## src/rtl/final_result_buffer.sv

```systemverilog
// rtl/final_result_buffer.sv - result capture buffer with host read port; optional running checksum under FINAL_RB_CHECKSUM_EN
module final_result_buffer #(
  parameter int R_WIDTH    = 20,
  parameter int ADDR_WIDTH = 6,
  parameter int ITR        = 64
) (
  input  logic                  Clk,
  input  logic                  Rst,
  input  logic                  Go_t,
  input  logic                  Done_t,
  input  logic [R_WIDTH-1:0]    Result,
  input  logic                  R_enb,
  input  logic [ADDR_WIDTH-1:0] R_Addr6,
  output logic [31:0]           R_do32,
  output logic [ADDR_WIDTH:0]   Count,
  output logic                  Busy,
  output logic                  Full,
  output logic                  Ovf
`ifdef FINAL_RB_CHECKSUM_EN
  ,
  output logic [R_WIDTH+ADDR_WIDTH-1:0] Chk
`endif
);

  localparam int CNT_W = ADDR_WIDTH + 1;
  localparam int DEPTH = 1 << ADDR_WIDTH;
  localparam logic [ADDR_WIDTH:0] ITR_C = CNT_W'(ITR);
  localparam logic [ADDR_WIDTH:0] ONE_C = CNT_W'(1);

  typedef enum logic [1:0] {S_IDLE, S_ARMED, S_DONE} state_t;

  state_t              state_q, state_d;
  logic [ADDR_WIDTH:0] count_q, count_d;
  logic [ADDR_WIDTH:0] count_inc;
  logic                ovf_q, ovf_d;
  logic [31:0]         rdata_q, rdata_d;
  logic                wr_en;
  logic [R_WIDTH-1:0]  mem_q [DEPTH];

`ifdef FINAL_RB_CHECKSUM_EN
  localparam int CW = R_WIDTH + ADDR_WIDTH;
  logic [CW-1:0] chk_q, chk_d;
`endif

  assign count_inc = count_q + ONE_C;

  // Next-state logic: Go_t restarts from any state and wins over a same-cycle Done_t
  always_comb begin
    state_d = state_q;
    count_d = count_q;
    ovf_d   = ovf_q;
    wr_en   = 1'b0;
    if (Go_t) begin
      state_d = S_ARMED;
      count_d = '0;
      ovf_d   = 1'b0;
    end else begin
      case (state_q)
        S_IDLE: ;
        S_ARMED: begin
          if (Done_t) begin
            wr_en   = 1'b1;
            count_d = count_inc;
            if (count_inc == ITR_C) state_d = S_DONE;
          end
        end
        S_DONE: begin
          if (Done_t) ovf_d = 1'b1;
        end
        default: state_d = S_IDLE;
      endcase
    end
  end

  // Host read: registered, holds when not enabled, sees pre-write content
  always_comb begin
    rdata_d = rdata_q;
    if (R_enb) rdata_d = 32'(mem_q[R_Addr6]);
  end

`ifdef FINAL_RB_CHECKSUM_EN
  // Running sum of captured results; dropped and overflow samples never reach wr_en
  always_comb begin
    chk_d = chk_q;
    if (Go_t) chk_d = '0;
    else if (wr_en) chk_d = chk_q + CW'(Result);
  end

  // Checksum register
  always_ff @(posedge Clk or posedge Rst) begin
    if (Rst) chk_q <= '0;
    else     chk_q <= chk_d;
  end

  assign Chk = chk_q;
`endif

  // Control and read-data registers
  always_ff @(posedge Clk or posedge Rst) begin
    if (Rst) begin
      state_q <= S_IDLE;
      count_q <= '0;
      ovf_q   <= 1'b0;
      rdata_q <= '0;
    end else begin
      state_q <= state_d;
      count_q <= count_d;
      ovf_q   <= ovf_d;
      rdata_q <= rdata_d;
    end
  end

  // Result storage, not reset; written at the current count position
  always_ff @(posedge Clk) begin
    if (wr_en) mem_q[count_q[ADDR_WIDTH-1:0]] <= Result;
  end

  assign R_do32 = rdata_q;
  assign Count  = count_q;
  assign Busy   = (state_q == S_ARMED);
  assign Full   = (state_q == S_DONE);
  assign Ovf    = ovf_q;

endmodule

```

## config.mk

```make
export PLATFORM = sky130hd
export DESIGN_NAME = final_result_buffer
export DESIGN_NICKNAME = d
export VERILOG_FILES = /design/src/rtl/final_result_buffer.sv
export SDC_FILE = /design/constraint.sdc
export NUM_CORES = 1
export LEC_CHECK = 0
export BUFFER_PORTS_ARGS = -buffer_cell sky130_fd_sc_hd__buf_2
export CORE_AREA = 2 2 378 343
export CTS_CLUSTER_DIAMETER = 150
export DETAILED_ROUTE_END_ITERATION = 8
export DIE_AREA = 0 0 380 345
export PLACE_DENSITY_LB_ADDON = 0.08
export SLEW_MARGIN = 40
export SYNTH_ARGS = -nofsm -noshare
export SYNTH_HDL_FRONTEND = slang
export SYNTH_SLANG_ARGS = --single-unit
```

## constraint.sdc

```tcl
create_clock -name Clk -period 9.6 [get_ports Clk]
set_input_delay 0.96 -clock Clk [delete_from_list [all_inputs] [get_ports Clk]]
set_output_delay 0.96 -clock Clk [all_outputs]
set_load 0.05 [all_outputs]
```

==> impl_metrics.csv, run 1 <==
group,metric,value,unit
sta,finClkSkew,0.0328,ns
yosys,synth-seq-cells,1310,
yosys,synthCells,2547,
floorplanning,die_x,380,um
power_and_ir_drop,intPower,9.55,mW
yosys,yosys.area.top_type,"edfxtp_1",
sta,max_freq,263,MHz
yosys,synth-async-reset-ratio,2.29,%
routing,viasPerCell,5.60,
cts,cts_buffer_depth,3,
yosys,synth_top_area_share,76.0,%
routing,routed_wl,138,mm
yosys,syn_area,0.0506,mm^2
grt,grt_pass1_vias,25200,
hold_path,hold_class,"in -> async",
floorplanning,start_util,39.6,%
cells_and_area,syn2layout_area_growth,14.7,%
yosys,yosys-top-cells-area,"edfxtp_1 (76%), mux4_2 (8.0%), mux2i_1 (6.4%)",
cells_and_area,drive_above_1_share,22.0,%
cts,clkLatencyLatePin,0.75,ns
power_and_ir_drop,p_leak,18.9,nW
grt,grt_max_degree,118,
status,status,"finished clean",
critical_path,arrival,4.48,ns
sta,setup_viol,0,
critical_path,worstSetupStartpoint,"R_Addr6[2]",
sta,drv_slew,0,
sta,hold_viol_final,0,
placement,globalplace.congestion,0.818,
cells_and_area,final_cell_mix,"edfxtp_1 (1280), mux2i_1 (321), mux4_2 (180)",
routing,wl_per_cell,30.4,um
sta,finalCriticalPeriod,3.81,ns
cts,cts_resized,0,
yosys,ys_warn_count,0,
cts,cts_hold_buf,0,
sta,slew_headroom,33.0,%
sta,worst_pin_slew,0.999,ns
power_and_ir_drop,powerDensity,210,mW/mm^2
power_and_ir_drop,power.switching,2.66,mW
floorplanning,die_h,345,um
routing,first_pass_iters,5,
cells_and_area,nets,2736,
floorplanning,core_area,0.128,mm^2
critical_path,rr_worst_depth,6,
cts,post_cts_buffers,0,
cts,cts-root-buf,"clkbuf_16",
routing,drc_errors,0,
routing,ant_nets,0,
power_and_ir_drop,power_frac_comb,5.4,%
grt,overflow,0,
placement,port_buffers,60,
cts,cts.sinks,1310,
power_and_ir_drop,vdd_drop_max,149,uV
sta,finalSetupTns,0,ns
cts,cts_tree,"yes",
sta,rsz0062_at_grt,"false",
routing,via_count,25400,
cells_and_area,final_common_cell,"edfxtp_1",
critical_path,worstReg2RegEnd,"mem_q[12][1]",
grt,grt_pass1_wl,194,mm
grt,antenna_found_initial,8,
sta,fin_crit_sh,39.6,%
critical_path,cp.required,10.27,ns
yosys,synth-seq-area-share,77.5,%
placement,dpl.hpwl,77.3,mm
cells_and_area,nFillCells,10900,
cts,cts_buffers,140,
critical_path,startpoint_type,"input pin",
floorplanning,rows,125,
power_and_ir_drop,power_frac_seq,51.9,%
critical_path,path_class,"in -> reg",
floorplanning,boundaryPins,73,
critical_path,worstSetupEndpointType,"flop",
yosys,synth_cell_types,44,
cts,clk_pin_slew_worst_paths,0.06,ns
cts,htreeDepth,4,
floorplanning,die-area,0.131,mm^2
power_and_ir_drop,p_clk_share,42.8,%
yosys,synth_edf_count,1280,
critical_path,rr_startpoint,"state_q[1]",
job,max-cap-violations,0,
critical_path,worstPathMaxFanout,60,
routing,drtIter0Drc,2706,
grt,track_usage,20.9,%
yosys,syn_area_per_cell,19.9,um^2
critical_path,reg2reg_slack,6.43,ns
power_and_ir_drop,swShare,21.8,%
yosys,synth_ff_type,"edfxtp_1",
power_and_ir_drop,power.total,12.2,mW
==> kinds of logic (layout without fill, tap and decap cells) <==
family                   Yosys count  after routing  share of synthesized area (%)
AO/OA/AOI/OAI                    280            280                           3.52
other                              1             19                        0.00741
XOR/XNOR                           5              5                         0.0866
buffers and inverters            168            422                           1.77
multiplexers                     503            503                           14.4
flip-flops                      1310           1310                           77.5
adder cells (fa/ha/maj)            1              1                         0.0247
AND/OR/NAND/NOR                  279            279                           2.71
==> metal layers <==
metal	up-vias	wire, um	GRT usage, %
met2	817	61000	30.4
met5	-	0	0
li1	10800	-	-
met4	0	2410	4.75
met3	132	9960	4.35
met1	13600	64200	32.1
==> Yosys cell counts, types with 13 or more instances <==
| cell type | n |
|---|---|
| mux4_2 | 180 |
| a21oi_1 | 24 |
| nand2_1 | 66 |
| o22ai_1 | 98 |
| a221oi_1 | 20 |
| a2111oi_0 | 13 |
| buf_4 | 47 |
| nor2_1 | 106 |
| mux2i_1 | 321 |
| nand4_1 | 27 |
| clkbuf_1 | 58 |
| edfxtp_1 | 1280 |
| dfrtp_1 | 30 |
| buf_2 | 53 |
| a211oi_1 | 19 |
| a22oi_1 | 22 |
| o21ai_0 | 62 |
| and4_1 | 13 |
==> critical path: stages <==
cell and delay [ns]:
buf_8 0.33, buf_16 0.38, buf_12 0.41, buf_16 0.37, buf_4 0.67, mux2i_1 0.17
a22oi_1 0.21, nand4_1 0.32, and4_1 0.34, o21ai_1 0.13
==> metrics by stage <==
stage	utilization, %	cells	area (um^2)	worst slack [ns]	hold WS (ns)
6_report	45.5	4533	58000	5.79	0.400
5_1_grt	45.4	4526	58000	5.60	0.400
4_1_cts	45.3	4518	57800	5.84	0.345
3_5_place_dp	41.8	4268	53300	5.01	0.486
3_3_place_gp	41.6	4260	53100	4.90	0.476
2_1_floorplan	-	2558	50600	5.21	0.701
==> final cells by class <==
class,instances,area [um^2],area share (%)
antenna,7,17.5,0.0302
clock buffer,196,4000,6.89
clock inverter,54,427,0.736
inverter,3,11.3,0.0194
multi-input combinational,1080,10800,18.6
sequential,1310,39200,67.6
tap,1714,2140,3.70
timing repair buffer,169,1420,2.44
==> state kept, by name, indices dropped and copies added (netlist names) <==
name and cells:
Count 7, mem_q 1280, state_q 2, R_do32 20, Ovf 1
==> worst max-delay path by stage <==
stage	endpoint	slack (ns)	cells after the start
2_1_floorplan	mem_q[8][0]	5.21	6
3_3_place_gp	R_do32[3]	4.90	8
3_5_place_dp	R_do32[2]	5.01	9
4_1_cts	R_do32[2]	5.84	9
5_1_grt	R_do32[3]	5.60	10
6_report	R_do32[4]	5.79	10
==> power by group through the flow <==
stage                     Clock, mW  Combinational [mW]  Sequential (mW)
after floorplan                   0               0.313             6.48
after global placement            0               0.643             6.45
after detailed placement          0               0.656             6.45
after CTS                      5.34               0.656             6.33
after global routing           5.55               0.693             6.33
final                          5.22               0.657             6.33
No activity file was read; power rests on OpenSTA's default activity.
==> run 2, diff against run 1 <==
Settings changed: ABC_AREA from default to 1, CORE_AREA 2 2 378 343 to 2 2 387 351, DIE_AREA 0 0 380 345 to 0 0 389 353.
Clock period 9.6 ns to 3.1 ns, I/O delays scaled along.
==> run 2 against run 1 <==
  * Setup slack worse by 5.4 ns
  * Clock power rose to 3.1 times the previous value
  * Utilization decreased by 0.14 points
  * Largest power group unchanged
==> impl_metrics.csv, run 2 <==
group,metric,value,unit
sta,rsz0062_at_grt,"false",
sta,drv_slew,0,
cells_and_area,final_common_cell,"nand2_1",
sta,max_freq,372,MHz
placement,port_buffers,60,
floorplanning,start_util,39.5,%
cts,cts_buffers,143,
critical_path,critPathTopFamily,"simple AND/OR/NAND/NOR gates",
yosys,yosys.area.top_type,"edfxtp_1",
grt,grt_pass1_wl,232,mm
cells_and_area,multiInputGateArea,0.0123,mm^2
cts,htreeDepth,4,
cts,cts_buffer_depth,3,
floorplanning,die-area,0.137,mm^2
sta,finalSetupTns,0,ns
yosys,synth-seq-cells,1310,
routing,ant_nets,0,
critical_path,reg2reg_slack,0.41,ns
cells_and_area,drive_above_1_share,10.7,%
hold_path,hold_depth,2,
critical_path,cp.required,3.51,ns
floorplanning,boundaryPins,73,
sta,setup_viol,0,
placement,placed_cells,6164,
status,status,"finished clean",
critical_path,worstSetupStartpoint,"state_q[1]",
sta,finClkSkew,0.0227,ns
critical_path,worstReg2RegEnd,"mem_q[53][11]",
cts,cts_resized,0,
hold_path,hp-start,"Result[8]",
power_and_ir_drop,powerDensity,630,mW/mm^2
yosys,yosysMostFrequentCell,"nand2_1",
cts,clk_pin_slew_worst_paths,0.06,ns
floorplanning,die_x,389,um
routing,first_pass_iters,6,
critical_path,rr_worst_depth,8,
grt,grt_pass1_vias,32400,
cells_and_area,seq_area,0.0392,mm^2
hold_path,worst_hold_path.endpoint,"mem_q[19][8]",
routing,routed_wl,160,mm
placement,dpl.hpwl,90.7,mm
critical_path,crit_buf_inv,3,
routing,wl_per_cell,24.9,um
critical_path,path_class,"reg -> reg",
floorplanning,rows,128,
cells_and_area,syn2layout_area_growth,14.6,%
cts,cts.sinks,1310,
placement,globalplace.congestion,0.821,
yosys,syn_area_per_cell,11.9,um^2
yosys,ys_warn_count,0,
grt,track_usage,23.2,%
power_and_ir_drop,vdd_drop_max,433,uV
cells_and_area,nFillCells,12300,
yosys,synth.top_cells.by_count,"nand2_1 (1542), edfxtp_1 (1280), nand3_1 (1166)",
yosys,yosys-top-cells-area,"edfxtp_1 (73%), nand3_1 (11%), nand2_1 (11%)",
grt,antenna_found_initial,7,
yosys,synth-seq-area-share,74.0,%
power_and_ir_drop,power.total,38.2,mW
cells_and_area,instances_no_fill,6436,
yosys,synth_cell_types,23,
critical_path,startpoint_type,"flop",
critical_path,rr_startpoint,"state_q[1]",
grt,overflow,0,
floorplanning,core_area,0.134,mm^2
sta,hold_viol_final,0,
critical_path,crit_chain,"nor2_1 -> inv_1 -> nor2_1 -> inv_1 -> nor2_2 -> nand2_1 -> nor2_2 -> buf_4",
yosys,synthCells,4444,
floorplanning,die_h,353,um
critical_path,worstSetupEndpointType,"flop",
cells_and_area,utilization,45.3,%
yosys,synth_edf_count,1280,
routing,drtIter0Drc,3293,
yosys,synth_top_area_share,72.6,%
cells_and_area,largest_reg_flops,1280,
critical_path,critical-path-max-stage-delay,0.54,ns
cells_and_area,final_cell_mix,"nand2_1 (1542), edfxtp_1 (1280), nand3_1 (1166)",
yosys,synth_ff_type,"edfxtp_1",
grt,grt_max_degree,109,
critical_path,worstPathMaxFanout,20,
sta,worst_pin_slew,0.801,ns
yosys,syn_area,0.0529,mm^2
cts,post_cts_buffers,0,
cells_and_area,nets,4596,
sta,finalCriticalPeriod,2.69,ns
routing,viasPerCell,5.33,
critical_path,cp_slowest_cell,"nand2_1",
sta,fin_crit_sh,86.8,%
cts,clkLatencyLatePin,0.77,ns
critical_path,arrival,3.10,ns
job,max-cap-violations,0,
hold_path,hold_class,"in -> reg",
routing,via_count,34300,
cts,cts-root-buf,"clkbuf_16",
cts,cts_tree,"yes",
routing,drc_errors,0,
sta,slew_headroom,46.5,%
yosys,synth-async-reset-ratio,2.29,%
power_and_ir_drop,p_leak,21.7,nW
==> run 2: routing by layer <==
layer  part of all wire, %  GRT usage, %  vias to the layer above  wire length [um]
met5                     0             0                        -                 0
met1                    47          34.7                    17300             74700
met3                   5.9          3.68                      170              9480
met4                   1.7          5.57                        0              2770
li1                      -             -                    15900                 -
met2                    46          35.6                      966             73500
==> run 2: area by class of cell <==
cell class | count | share of cell area, %
multi-input cells | 2819 | 20.2
clock buffers | 199 | 6.59
flip-flops and latches | 1310 | 64.6
inverters | 30 | 0.221
clock inverters | 60 | 0.553
diodes | 3 | 0.0124
repair buffers | 260 | 4.18
well taps | 1755 | 3.62
==> run 2: logic make-up (layout without fill, tap and decap cells) <==
kind of cell / count (synthesis) / in the layout / share of synthesized area [%]
simple gates: 2792 / 2792 / 22.6
compound gates: 10 / 10 / 0.104
flops: 1310 / 1310 / 74.0
buf+inv: 326 / 549 / 3.16
fa+ha+maj: 1 / 1 / 0.0236
xor+xnor: 4 / 4 / 0.0662
other cells: 1 / 15 / 0.00709
==> run 2: power breakdown <==
part	switching (mW)	internal [mW]
Clock	6.87	9.15
Combinational	1.95	0.646
Sequential	0.0809	19.5
Total	8.90	29.3
==> run 2: worst max path at each step <==
stage                          to  slack, ns  depth (start not counted)
finish              mem_q[53][11]       0.41                          8
floorplan             mem_q[0][0]      -0.10                          8
detailed placement     R_do32[10]       0.42                         14
global placement       R_do32[10]       0.43                         14
global route        mem_q[52][13]       0.23                          8
CTS                 mem_q[53][18]       0.47                          8
==> run 2: timing repair <==
item | CTS | global route
hold endpoints to repair | 83 | 0
hold buffers | 10 | 0
endpoints found under the setup margin | 0 | 0
==> run 2: stage by stage <==
stage / hold slack, ns / area (um^2) / setup WS [ns]
after floorplan: 0.373 / 53000 / -0.102
after global placement: 0.433 / 56200 / 0.433
after detailed placement: 0.442 / 56200 / 0.425
after CTS: 0.0171 / 60700 / 0.469
after global routing: 0.0253 / 60700 / 0.228
final: 0.0311 / 60700 / 0.410
